[config.mk]
export PLATFORM = sky130hd
export DESIGN_NAME = fetch_queue
export DESIGN_NICKNAME = d
export VERILOG_FILES = /design/src/rtl/fetch_pkg.sv /design/src/rtl/fetch_fifo.sv /design/src/rtl/fetch_queue.sv
export SDC_FILE = /design/constraint.sdc
export NUM_CORES = 1
export LEC_CHECK = 0
export BUFFER_PORTS_ARGS = -buffer_cell sky130_fd_sc_hd__buf_4
export CAP_MARGIN = 30
export CORE_ASPECT_RATIO = 0.75
export CORE_MARGIN = 2
export CORE_UTILIZATION = 60
export DETAILED_ROUTE_END_ITERATION = 10
export PLACE_DENSITY = 0.75
export SKIP_CTS_REPAIR_TIMING = 1
export SYNTH_ARGS = -nofsm -noshare
export SYNTH_HDL_FRONTEND = slang
export SYNTH_HIERARCHICAL = 1
export SYNTH_SLANG_ARGS = --single-unit
[constraint.sdc]
create_clock -name clk -period 9.35 [get_ports clk]
set_input_delay 0.4675 -clock clk [delete_from_list [all_inputs] [get_ports clk]]
set_output_delay 0.4675 -clock clk [all_outputs]
set_load 0.01 [all_outputs]
[src/rtl/fetch_pkg.sv]
// Shared types and defaults for the instruction fetch front-end.
package fetch_pkg;

    localparam int          FETCH_DEPTH    = 4;
    localparam logic [15:0] FETCH_RESET_PC = 16'h0000;

    typedef struct packed {
        logic [15:0] inst;
        logic [15:0] pc;
    } fetch_entry_t;

    typedef enum logic [1:0] {
        FETCH,
        WAIT,
        DRAIN
    } fetch_state_e;

endpackage

[src/rtl/fetch_fifo.sv]
// Circular buffer of fetch entries with synchronous flush.
// Latency: push visible at head the cycle after the write edge.
// Backpressure: none internally; caller never pushes into a full buffer without a same-cycle pop.
module fetch_fifo
    import fetch_pkg::*;
#(
    parameter int DEPTH = FETCH_DEPTH
)(
    input  logic                       clk,
    input  logic                       reset,
    input  logic                       push,
    input  fetch_entry_t               push_dat,
    input  logic                       pop,
    input  logic                       flush,
    output fetch_entry_t               head_dat,
    output logic [$clog2(DEPTH+1)-1:0] count,
    output logic                       full,
    output logic                       empty
);
    localparam int AW = $clog2(DEPTH);
    localparam int CW = $clog2(DEPTH+1);

    fetch_entry_t   mem [DEPTH];
    logic [AW-1:0]  wr_ptr;
    logic [AW-1:0]  rd_ptr;

    always_ff @(posedge clk or negedge reset) begin
        if (!reset) begin
            wr_ptr <= '0;
            rd_ptr <= '0;
            count  <= '0;
            for (int i = 0; i < DEPTH; i++) mem[i] <= '0;
        end else if (flush) begin
            wr_ptr <= '0;
            rd_ptr <= '0;
            count  <= '0;
        end else begin
            if (push) begin
                mem[wr_ptr] <= push_dat;
                wr_ptr      <= wr_ptr + 1'b1;
            end
            if (pop) rd_ptr <= rd_ptr + 1'b1;
            if (push && !pop)      count <= count + 1'b1;
            else if (!push && pop) count <= count - 1'b1;
        end
    end

    assign head_dat = mem[rd_ptr];
    assign full     = (count == CW'(DEPTH));
    assign empty    = (count == '0);

endmodule

[src/rtl/fetch_queue.sv]
// Fetch front-end: credited in-order memory reads, PC shadow, instruction queue, redirect flush (FETCH_QUEUE_BYPASS_EN: empty-queue bypass).
// Latency: response to o_inst_valid one cycle; zero cycles via bypass when the queue is empty.
// Backpressure: waitrequest freezes addr/rd; issue stops while outstanding + queued reaches DEPTH.
module fetch_queue
    import fetch_pkg::*;
#(
    parameter int          DEPTH    = FETCH_DEPTH,
    parameter logic [15:0] RESET_PC = FETCH_RESET_PC
)(
    input  logic        clk,
    input  logic        reset,
    output logic [15:0] o_mem_addr,
    output logic        o_mem_rd,
    input  logic        i_mem_waitrequest,
    input  logic [15:0] i_mem_rddata,
    input  logic        i_mem_rddata_valid,
    output logic [15:0] o_inst,
    output logic [15:0] o_inst_pc,
    output logic        o_inst_valid,
    input  logic        i_inst_ready,
    input  logic        i_redirect,
    input  logic [15:0] i_redirect_addr
);
    localparam int CW = $clog2(DEPTH+1);

    fetch_state_e  state, state_n;
    logic [15:0]   fetch_pc, fetch_pc_n;
    logic [15:0]   pend_pc, pend_pc_n;
    logic          pend_vld, pend_vld_n;
    logic          run;
    logic [CW-1:0] outstanding, out_n;
    logic [CW-1:0] drop_cnt, drop_n;
    logic [CW-1:0] q_cnt, pc_cnt;
    logic          q_full, q_empty, pc_full, pc_empty;
    logic          credit, accept, stall, resp, drop, bypass, q_push, q_pop;
    fetch_entry_t  pc_head, q_head, rsp_ent, pc_ent;
    logic          fifo_unused;

    assign credit     = ({1'b0, outstanding} + {1'b0, q_cnt}) < (CW+1)'(DEPTH);
    assign o_mem_rd   = run && (state == WAIT || credit);
    assign o_mem_addr = fetch_pc;
    assign accept     = o_mem_rd && !i_mem_waitrequest;
    assign stall      = o_mem_rd && i_mem_waitrequest;
    assign resp       = i_mem_rddata_valid;
    assign drop       = resp && (drop_cnt != '0);

`ifdef FETCH_QUEUE_BYPASS_EN
    assign bypass = resp && !drop && q_empty && !i_redirect;
`else
    assign bypass = 1'b0;
`endif

    assign o_inst_valid = !q_empty || bypass;
    assign q_pop        = !q_empty && i_inst_ready && !i_redirect;
    assign q_push       = resp && !drop && !i_redirect && !(bypass && i_inst_ready);
    assign rsp_ent      = '{inst: i_mem_rddata, pc: pc_head.pc};
    assign pc_ent       = '{inst: 16'h0000, pc: fetch_pc};

    always_comb begin
        o_inst    = '0;
        o_inst_pc = '0;
        if (!q_empty) begin
            o_inst    = q_head.inst;
            o_inst_pc = q_head.pc;
        end else if (bypass) begin
            o_inst    = i_mem_rddata;
            o_inst_pc = pc_head.pc;
        end
    end

    // A redirect that lands on a stalled request parks the target until that request is accepted.
    always_comb begin
        out_n      = outstanding;
        drop_n     = drop_cnt;
        fetch_pc_n = fetch_pc;
        pend_pc_n  = pend_pc;
        pend_vld_n = pend_vld;
        state_n    = FETCH;
        if (accept && !resp)      out_n = outstanding + 1'b1;
        else if (!accept && resp) out_n = outstanding - 1'b1;
        if (drop) drop_n = drop_cnt - 1'b1;
        if (accept) begin
            fetch_pc_n = pend_vld ? pend_pc : fetch_pc + 16'd2;
            pend_vld_n = 1'b0;
        end
        if (i_redirect) begin
            drop_n = out_n + CW'(stall && !pend_vld);
            if (stall) begin
                pend_vld_n = 1'b1;
                pend_pc_n  = i_redirect_addr & 16'hFFFE;
            end else begin
                pend_vld_n = 1'b0;
                fetch_pc_n = i_redirect_addr & 16'hFFFE;
            end
        end
        if (drop_n != '0) state_n = DRAIN;
        else if (stall)   state_n = WAIT;
    end

    always_ff @(posedge clk or negedge reset) begin
        if (!reset) begin
            state       <= FETCH;
            fetch_pc    <= RESET_PC;
            pend_pc     <= '0;
            pend_vld    <= 1'b0;
            run         <= 1'b0;
            outstanding <= '0;
            drop_cnt    <= '0;
        end else begin
            state       <= state_n;
            fetch_pc    <= fetch_pc_n;
            pend_pc     <= pend_pc_n;
            pend_vld    <= pend_vld_n;
            run         <= 1'b1;
            outstanding <= out_n;
            drop_cnt    <= drop_n;
        end
    end

    fetch_fifo #(.DEPTH(DEPTH)) u_pc_shadow (
        .clk      (clk),
        .reset    (reset),
        .push     (accept),
        .push_dat (pc_ent),
        .pop      (resp),
        .flush    (1'b0),
        .head_dat (pc_head),
        .count    (pc_cnt),
        .full     (pc_full),
        .empty    (pc_empty)
    );

    fetch_fifo #(.DEPTH(DEPTH)) u_inst_q (
        .clk      (clk),
        .reset    (reset),
        .push     (q_push),
        .push_dat (rsp_ent),
        .pop      (q_pop),
        .flush    (i_redirect),
        .head_dat (q_head),
        .count    (q_cnt),
        .full     (q_full),
        .empty    (q_empty)
    );

    assign fifo_unused = ^{pc_head.inst, pc_cnt, pc_full, pc_empty, q_full};

endmodule

# After elaboration in Yosys (flattened, before gate mapping)
# Index checks and enable logic that the tools add are counted.
dict set report totals {
  regBits 308
  elab_cells 121
}
dict set report op_classes {
  n_addsub 12
  order_cmp 7
  n_eq_ne 1
  n_mux 34
  n_bitwise 5
  reduce_logical 34
}
# operator n
set op_table {}
lappend op_table {{$bwmux W128} 2}
lappend op_table {{$bmux W32 S2} 2}
lappend op_table {{$demux W32 S2} 2}
lappend op_table {{$mux W16} 8}
lappend op_table {{$mux W32} 4}
lappend op_table {{$mux W3} 7}
lappend op_table {{$add A16 B2 Y16 const B} 1}
lappend op_table {{$logic_and A1 B1 Y1} 15}
lappend op_table {{$ge A3 B3 Y1 const B} 4}
lappend op_table {{$not A2 Y3} 4}
lappend op_table {{$mux W2} 5}
lappend op_table {{$logic_not A1 Y1} 9}
lappend op_table {{$reduce_bool A3 Y1} 3}
lappend op_table {{$sub A3 B1 Y3 const B} 3}
lappend op_table {{$add A2 B1 Y2 const B} 4}
lappend op_table {{$add A3 B1 Y3 const B} 2}
lappend op_table {{$lt A3 B1 Y1 const B} 2}
lappend op_table {{$reduce_bool A2 Y1} 3}
lappend op_table {{$add A3 B3 Y4} 1}
lappend op_table {{$lt A4 B3 Y1 const B} 1}
lappend op_table {{$mux W1} 4}
lappend op_table {{$reduce_and A2 Y1} 2}
lappend op_table {{$add A3 B1 Y3} 1}
lappend op_table {{$logic_not A3 Y1} 1}
lappend op_table {{other kinds (3)} 3}

# Logic depth before layout (Yosys ltp)
# Gate-level depths: netlist of the first run.
dict set report logic_depth {
  word_depth 13
  mapped_depth 15
  depth_no_buf 13
}

# By module
# The synthesis of the first run kept the hierarchy.
# mod n_inst cells_per_inst area_per_inst_um2 seq_area_each_um2
set by_module_without_submodules {}
lappend by_module_without_submodules {fetch_fifo 2 353 5988.2 3378.2}
lappend by_module_without_submodules {fetch_queue 1 285 2526.2 1026.0}

# Worst setup path before layout of the first run
# No wires, ideal clock.
dict set report synth_path {
  path_kind {flip-flop to flip-flop}
  start {register outstanding[2]}
  end {register state[0]}
  setup_time_ns 0.094
  arrival_time_ns 2.945
  t_required_ns 9.256
  path_slack_ns 6.311
  path_stages_with_launch 16
  cell_sequence {dfrtp_1 ha_1 nor4b_2 a32oi_1 or2_1 buf_2 inv_1 buf_4 nor2_1 a211oi_1 a21oi_1 ha_1 nand2_1 o21ai_0 or3_1 a211oi_1}
}
dict set report synth_via {
  elab_chain_len 13
  elab_cells_between_ends 19
  classes_between {add/sub: 4; order compare: 1; mux: 5; reduce/logical: 9}
}
# item line
set synth_lines {}
lappend synth_lines {{from (decl)} fetch_queue.sv:31} ;# logic [CW-1:0] outstanding, out_n;
lappend synth_lines {{from (signal assigned)} fetch_queue.sv:115} ;# outstanding <= out_n;
lappend synth_lines {{$add A3 B3 Y4 (*)} fetch_queue.sv:39} ;# assign credit = ({1'b0, outstanding} + {1'b0, q_cnt}) < (CW+1)'(DEPTH);
lappend synth_lines {{$lt A4 B3 Y1 (*)} fetch_queue.sv:39}
lappend synth_lines {{$logic_or A1 B1 Y1 (*)} fetch_queue.sv:40} ;# assign o_mem_rd = run && (state == WAIT || credit);
lappend synth_lines {{$logic_and A1 B1 Y1 (*)} fetch_queue.sv:40}
lappend synth_lines {{$logic_and A1 B1 Y1 (*)} fetch_queue.sv:42} ;# assign accept = o_mem_rd && !i_mem_waitrequest;
lappend synth_lines {{$logic_not A1 Y1} --}
lappend synth_lines {{$logic_and A1 B1 Y1} --}
lappend synth_lines {{$mux W3} fetch_queue.sv:80} ;# else if (!accept && resp) out_n = outstanding - 1'b1;
lappend synth_lines {{$mux W3 (*)} fetch_queue.sv:79} ;# if (accept && !resp) out_n = outstanding + 1'b1;
lappend synth_lines {{via out_n[1]} fetch_queue.sv:31}
lappend synth_lines {{$add A3 B1 Y3 (*)} fetch_queue.sv:87} ;# drop_n = out_n + CW'(stall && !pend_vld);
lappend synth_lines {{$mux W3 (*)} fetch_queue.sv:86} ;# if (i_redirect) begin
lappend synth_lines {{via drop_n[1]} fetch_queue.sv:32} ;# logic [CW-1:0] drop_cnt, drop_n;
lappend synth_lines {{$reduce_bool A3 Y1 (*)} fetch_queue.sv:96} ;# if (drop_n != '0) state_n = DRAIN;
lappend synth_lines {{$mux W2 (*)} fetch_queue.sv:96}
lappend synth_lines {{via state_n[0]} fetch_queue.sv:26} ;# fetch_state_e state, state_n;
lappend synth_lines {{to (signal assigned)} fetch_queue.sv:110} ;# state <= state_n;
lappend synth_lines {{to (decl)} fetch_queue.sv:26}
# Mark *: on every way through the listed nets, which the timed path passes. The rest lies on a longest branch.
# A chain may end at the register's enable or synchronous reset.

# Worst setup path in the final report of the first run
dict set report layout_path {
  start {register outstanding[1]}
  end {register state[0]}
}
# The elaborated chain is that of the path after synthesis.

==> impl_metrics.ini, run 1 <==
[die]
ios = 88
die_width_um = 165
num_rows = 43
initial_core_util_pct = 61.9
coreArea_um2 = 18700
die_area_um2 = 20500
dieHeight_um = 124

[placed_design]
portBuffers = 86
hpwlAfterDp_um = 15100
place.gp.congestion = 0.819
place_area_um2 = 12200

[worst_setup_path]
reg2reg_depth = 12
cp_max_fo = 25
critPathKind = reg2reg
worstPathArrival_ps = 4510
rrSetupSlack_ps = 5250
critPathCaptureType = flop
crit_required_ps = 9760
r2r_start = outstanding[1]
rr_endpoint = state[0]
cp-start-kind = flop

[power]
p_switching_uw = 1040
vdd_drop_max_v = 0.000183
p_int_uw = 2360
pwr-share-seq_pct = 43.0
pwr-share-comb_pct = 28.6
p_leak_uw = 0.00621
switching_share_pct = 30.6
powerDensity_nw_per_um2 = 261
clkPwrFrac_pct = 28.4

[clock_tree]
numCtsBuffers = 24
clock-sinks = 244
cts_tree = done
root_buffer = clkbuf_16
cts_htree_levels = 1
clk_latency_ps = 510
clkTransAtPathRegs_ps = 60
cts_max_path_buffers = 3

[grt]
antenna_found_initial = 0
grt_pass1_wl_um = 39600
track_usage_pct = 24.3
grt_overflow = 0
grt_max_degree = 91
grt_pass1_vias = 7497

[route]
vias = 6998
met1_length_um = 10600
met3_wirelength_um = 1010
met2WireLength_um = 11800
dr.pass1.iters = 5
drcViolationCount = 0
antenna_left = 0
wl_per_cell_um = 20.6
routed_wl_um = 23900
routed.top_layer = met4
routed_via_density = 6.05
first_iter_violations = 411

[hold_path]
hp-class = in2reg
whs_path_depth = 3
hp-start = i_redirect_addr[12]
min_to = o_mem_addr[12]

[timing]
slew_viol_final = 0
finalCritPeriodShare_pct = 43.8
max_freq_mhz = 244
rsz0062_at_grt = no
tightest_slew_ps = 966
hold_viol_final = 0
tns_ps = 0
setup_violations = 0
fin_crit_ps = 4100
fin_worst_skew_ps = 7.87
maxSlewHeadroom_pct = 35.5

[logic_synthesis]
syn_area_um2 = 11600
avgSynthCellArea_um2 = 14.1
syn_nets = 880
netlist_instances = 824
ys_warn_count = 6

[cells_and_area]
post-route-cell-area_um2 = 13100
area_growth_pct = 12.7
drive_gt1_share_pct = 44.0
fin_nets = 948
antenna_cells = 0
fillers = 1266
utilization_pct = 69.8

[status]
status = complete, no violations

[run]
cap_violations = 0
per-stage QoR:
step	power [uW]	std cells	hold slack (ps)	setup WS (ps)
floorplan	2100	824	172	6310
global placement	2380	1111	480	5410
detailed placement	2450	1111	488	5280
CTS	3430	1154	-34.1	5230
global route	3600	1156	182	4940
finish	3400	1156	180	5250
area by class of cell:
type                    count  area (um2)  area share (%)
well taps                 247         309            2.37
repair buffers            100         781            5.98
inverters                  19        71.3           0.546
clock buffers              36         737            5.64
clock inverters             7        60.1           0.460
flip-flops and latches    244        6110            46.8
multi-input cells         503        4990            38.2
flip-flops by register name (all words and copies together), names as in the netlist:
| register | flops |
|---|---|
| u_pc_shadow/mem | 64 |
| outstanding | 3 |
| u_inst_q/count | 3 |
| u_pc_shadow/wr_ptr | 2 |
| u_inst_q/mem | 128 |
| drop_cnt | 3 |
| u_inst_q/wr_ptr | 2 |
| u_pc_shadow/rd_ptr | 2 |
| o_mem_addr | 16 |
| pend_vld | 1 |
| state | 2 |
| run | 1 |
| u_inst_q/rd_ptr | 2 |
| pend_pc | 15 |
worst max path at each step:
stage,startpoint,endpoint,slack (ps),depth (start not counted)
finish,outstanding[1],state[0],5250,12
global placement,outstanding[1],state[0],5410,12
global route,outstanding[1],state[0],4940,12
CTS,outstanding[1],state[0],5230,12
detailed placement,outstanding[1],state[0],5280,12
floorplan,outstanding[2],state[0],6310,15
routing by layer:
| layer | up-vias | global-route usage, % |
|---|---|---|
| li1 | 3110 | - |
| met1 | 3695 | 35.1 |
| met2 | 161 | 39.7 |
| met3 | 32 | 4.36 |
| met4 | 0 | 4.30 |
| met5 | - | 0 |
layout by cell type, fill, tap and decap left out, types with 5 or more instances in the layout:
cell type,count
a31oi_1,8
mux2_2,207
nand2_1,31
inv_1,19
clkbuf_8,7
nor2b_1,35
mux4_2,48
nand3_1,8
and3_1,5
clkbuf_16,25
ha_1,17
a21oi_1,17
o21ai_0,17
nor2_1,39
xnor2_1,11
clkinv_2,6
buf_4,97
dfrtp_1,243
power groups by stage:
stage	registers (uW)	logic (uW)	clock network [uW]
floorplan	1410	691	0
detailed placement	1480	976	0
CTS	1460	982	984
finish	1460	973	965
global placement	1450	930	0
global route	1490	1070	1040
worst max-delay path, cell delays in order, from the launching register on:
cell and delay (ps):
dfrtp_1 450, ha_1 310, nand3_1 60, a32oi_1 320
or2_1 650, inv_1 610, xnor2_1 310, ha_1 240
ha_1 260, nand2_1 60, o21ai_0 150, or3_1 390
a211oi_1 180
No activity file was read; power rests on OpenSTA's default activity.
==> inputs of run 2 (changes only) <==
--- a/config.mk
+++ b/config.mk
@@ -9,9 +9,9 @@
 export CAP_MARGIN = 30
 export CORE_ASPECT_RATIO = 0.75
 export CORE_MARGIN = 2
-export CORE_UTILIZATION = 60
+export CORE_UTILIZATION = 56
 export DETAILED_ROUTE_END_ITERATION = 10
-export PLACE_DENSITY = 0.75
+export PLACE_DENSITY = 0.73
 export SKIP_CTS_REPAIR_TIMING = 1
 export SYNTH_ARGS = -nofsm -noshare
 export SYNTH_HDL_FRONTEND = slang
==> constraint.sdc (replaced) <==
create_clock -name clk -period 3.5 [get_ports clk]
set_input_delay 0.175 -clock clk [delete_from_list [all_inputs] [get_ports clk]]
set_output_delay 0.175 -clock clk [all_outputs]
set_load 0.01 [all_outputs]
==> run 2 against run 1 <==
Against the previous run: wire length up 3.9%; combinational power rose to 2.7 times the previous value; setup slack got worse by 5000 ps; critical endpoint unchanged; clock-buffer cell count is 4 lower; non-clock buffer count increased by 37; critical path depth increased by 1; clock power rose to 2.8 times the previous value; sequential share of layout area down 1.5 points; largest power group unchanged; total power increased to 2.7 times the previous value.
==> impl_metrics.ini, run 2 (synthesis results as in run 1) <==
[timing]
finalCritPeriodShare_pct = 91.6
rsz0062_at_grt = no
tightest_slew_ps = 863
hold_viol_final = 0
fin_crit_ps = 3200
fin_worst_skew_ps = 15.1
maxSlewHeadroom_pct = 42.4
setup_violations = 0
slew_viol_final = 0
tns_ps = 0
max_freq_mhz = 312
finalWorstSetupSlack_ps = 295

[route]
vias = 7139
antenna_left = 0
wl_per_cell_um = 20.6
dr.pass1.iters = 5
first_iter_violations = 403
routed_wl_um = 24800
routed_via_density = 5.92
drcViolationCount = 0

[worst_setup_path]
cp_max_fo = 5
reg2reg_depth = 13
worstPathArrival_ps = 3610
rrSetupSlack_ps = 300
startpoint = outstanding[2]
critPathKind = reg2reg
cp_cell_sequence = ha_1 > nor4b_2 > a32oi_1 > or2_1 > inv_1 > nor2_1 > a211oi_1 > a21oi_1 > ha_1 > nand2_1 > o21ai_0 > or3_1 > a211oi_1
worst_path_max_delay_cell = dfrtp_1
crit_end = state[0]
crit_required_ps = 3900
r2r_start = outstanding[2]
critPathCaptureType = flop
rr_endpoint = state[0]
cp-start-kind = flop
slowest_delay_ps = 420

[cells_and_area]
multiInputGateArea_um2 = 4990
fin_nets = 985
fillers = 1411
area_growth_pct = 16.5
drive_gt1_share_pct = 43.1
antenna_cells = 0
layout.area.seq_um2 = 6110
largest_register = u_inst_q/mem
final_cell_mix = dfrtp_1, mux2_2, buf_4
largest_reg_flops = 128
layout_commonest_cell = dfrtp_1

[clock_tree]
clkTransAtPathRegs_ps = 70
numCtsBuffers = 24
cts_tree = done
clock-sinks = 244
cts_htree_levels = 1
clk_latency_ps = 520
cts_max_path_buffers = 3
root_buffer = clkbuf_16

[power]
p_leak_uw = 0.00637
powerDensity_nw_per_um2 = 689
vdd_drop_max_v = 0.000480

[hold_path]
hp-class = in2reg

[placed_design]
dp_slack_ps = 312
place.gp.congestion = 0.831
hpwlAfterDp_um = 15600
portBuffers = 86

[die]
ios = 88
die_width_um = 170
dieHeight_um = 129
coreArea_um2 = 20300
initial_core_util_pct = 57.2
num_rows = 45
die_area_um2 = 21900

[run]
cap_violations = 0

[grt]
track_usage_pct = 23.2
grt_overflow = 0
grt_pass1_wl_um = 39900
grt_max_degree = 110
grt_pass1_vias = 7514
antenna_found_initial = 0

[status]
status = complete, no violations
run 2: cell count changes in the layout (fill, tap and decap cells not counted), sizes merged:
cell	delta
buf	+5
bufinv	+2
clkbuf	-4
clkinv	-2
clkinvlp	+4
dlygate4sd3	+32
inv	+1
run 2: power by group:
part	total, uW	internal, uW	switching [uW]
combinational	2650	1410	1240
clock	2710	1620	1090
sequential	3940	3420	523
run 2: worst max-delay path, delay by kind of cell, from the launching register on:
kind / cells / cell delay, ps
DFF: 1 / 420
buffers and inverters: 1 / 140
AOI/OAI and AO/OA: 5 / 810
adders and majority gates: 2 / 630
and+or+nand+nor: 5 / 1090
run 2: area by class of cell:
class	count	share of cell area [%]
flip-flops and latches	244	45.2
multi-input cells	503	37.0
repair buffers	137	8.56
clock buffers	32	5.11
well taps	258	2.39
clock inverters	12	1.19
inverters	19	0.528
run 2: how the worst min path moves through the flow:
stage	depth (start not counted)	to	from
after floorplan	0	drop_cnt[0]	reset
after global placement	1	pend_pc[11]	reset
after detailed placement	1	pend_pc[6]	reset
after CTS	1	pend_pc[6]	reset
after global routing	2	u_inst_q/count[0]	i_redirect
final	2	u_inst_q/count[0]	i_redirect
run 2: per-layer routing:
layer  wire length (um)  vias up  global-route usage (%)  part of all wire [%]
met1              10900     3766                    32.3                    44
met2              12600      156                    40.0                    51
met3                878       32                    2.86                   3.5
li1                   -     3185                       -                     -
met5                  0        -                       0                     0
met4                373        0                    4.73                   1.5
run 2: metrics by stage:
step	util [%]	total power [uW]	instance area (um2)	std cells	hold WS (ps)
2_1_floorplan	-	5620	11600	824	-121
3_3_place_gp	60.8	6390	12300	1128	281
3_5_place_dp	60.8	6600	12300	1128	294
4_1_cts	65.0	9350	13200	1172	-265
5_1_grt	66.6	9790	13500	1205	13.3
6_report	66.6	9300	13500	1205	14.6
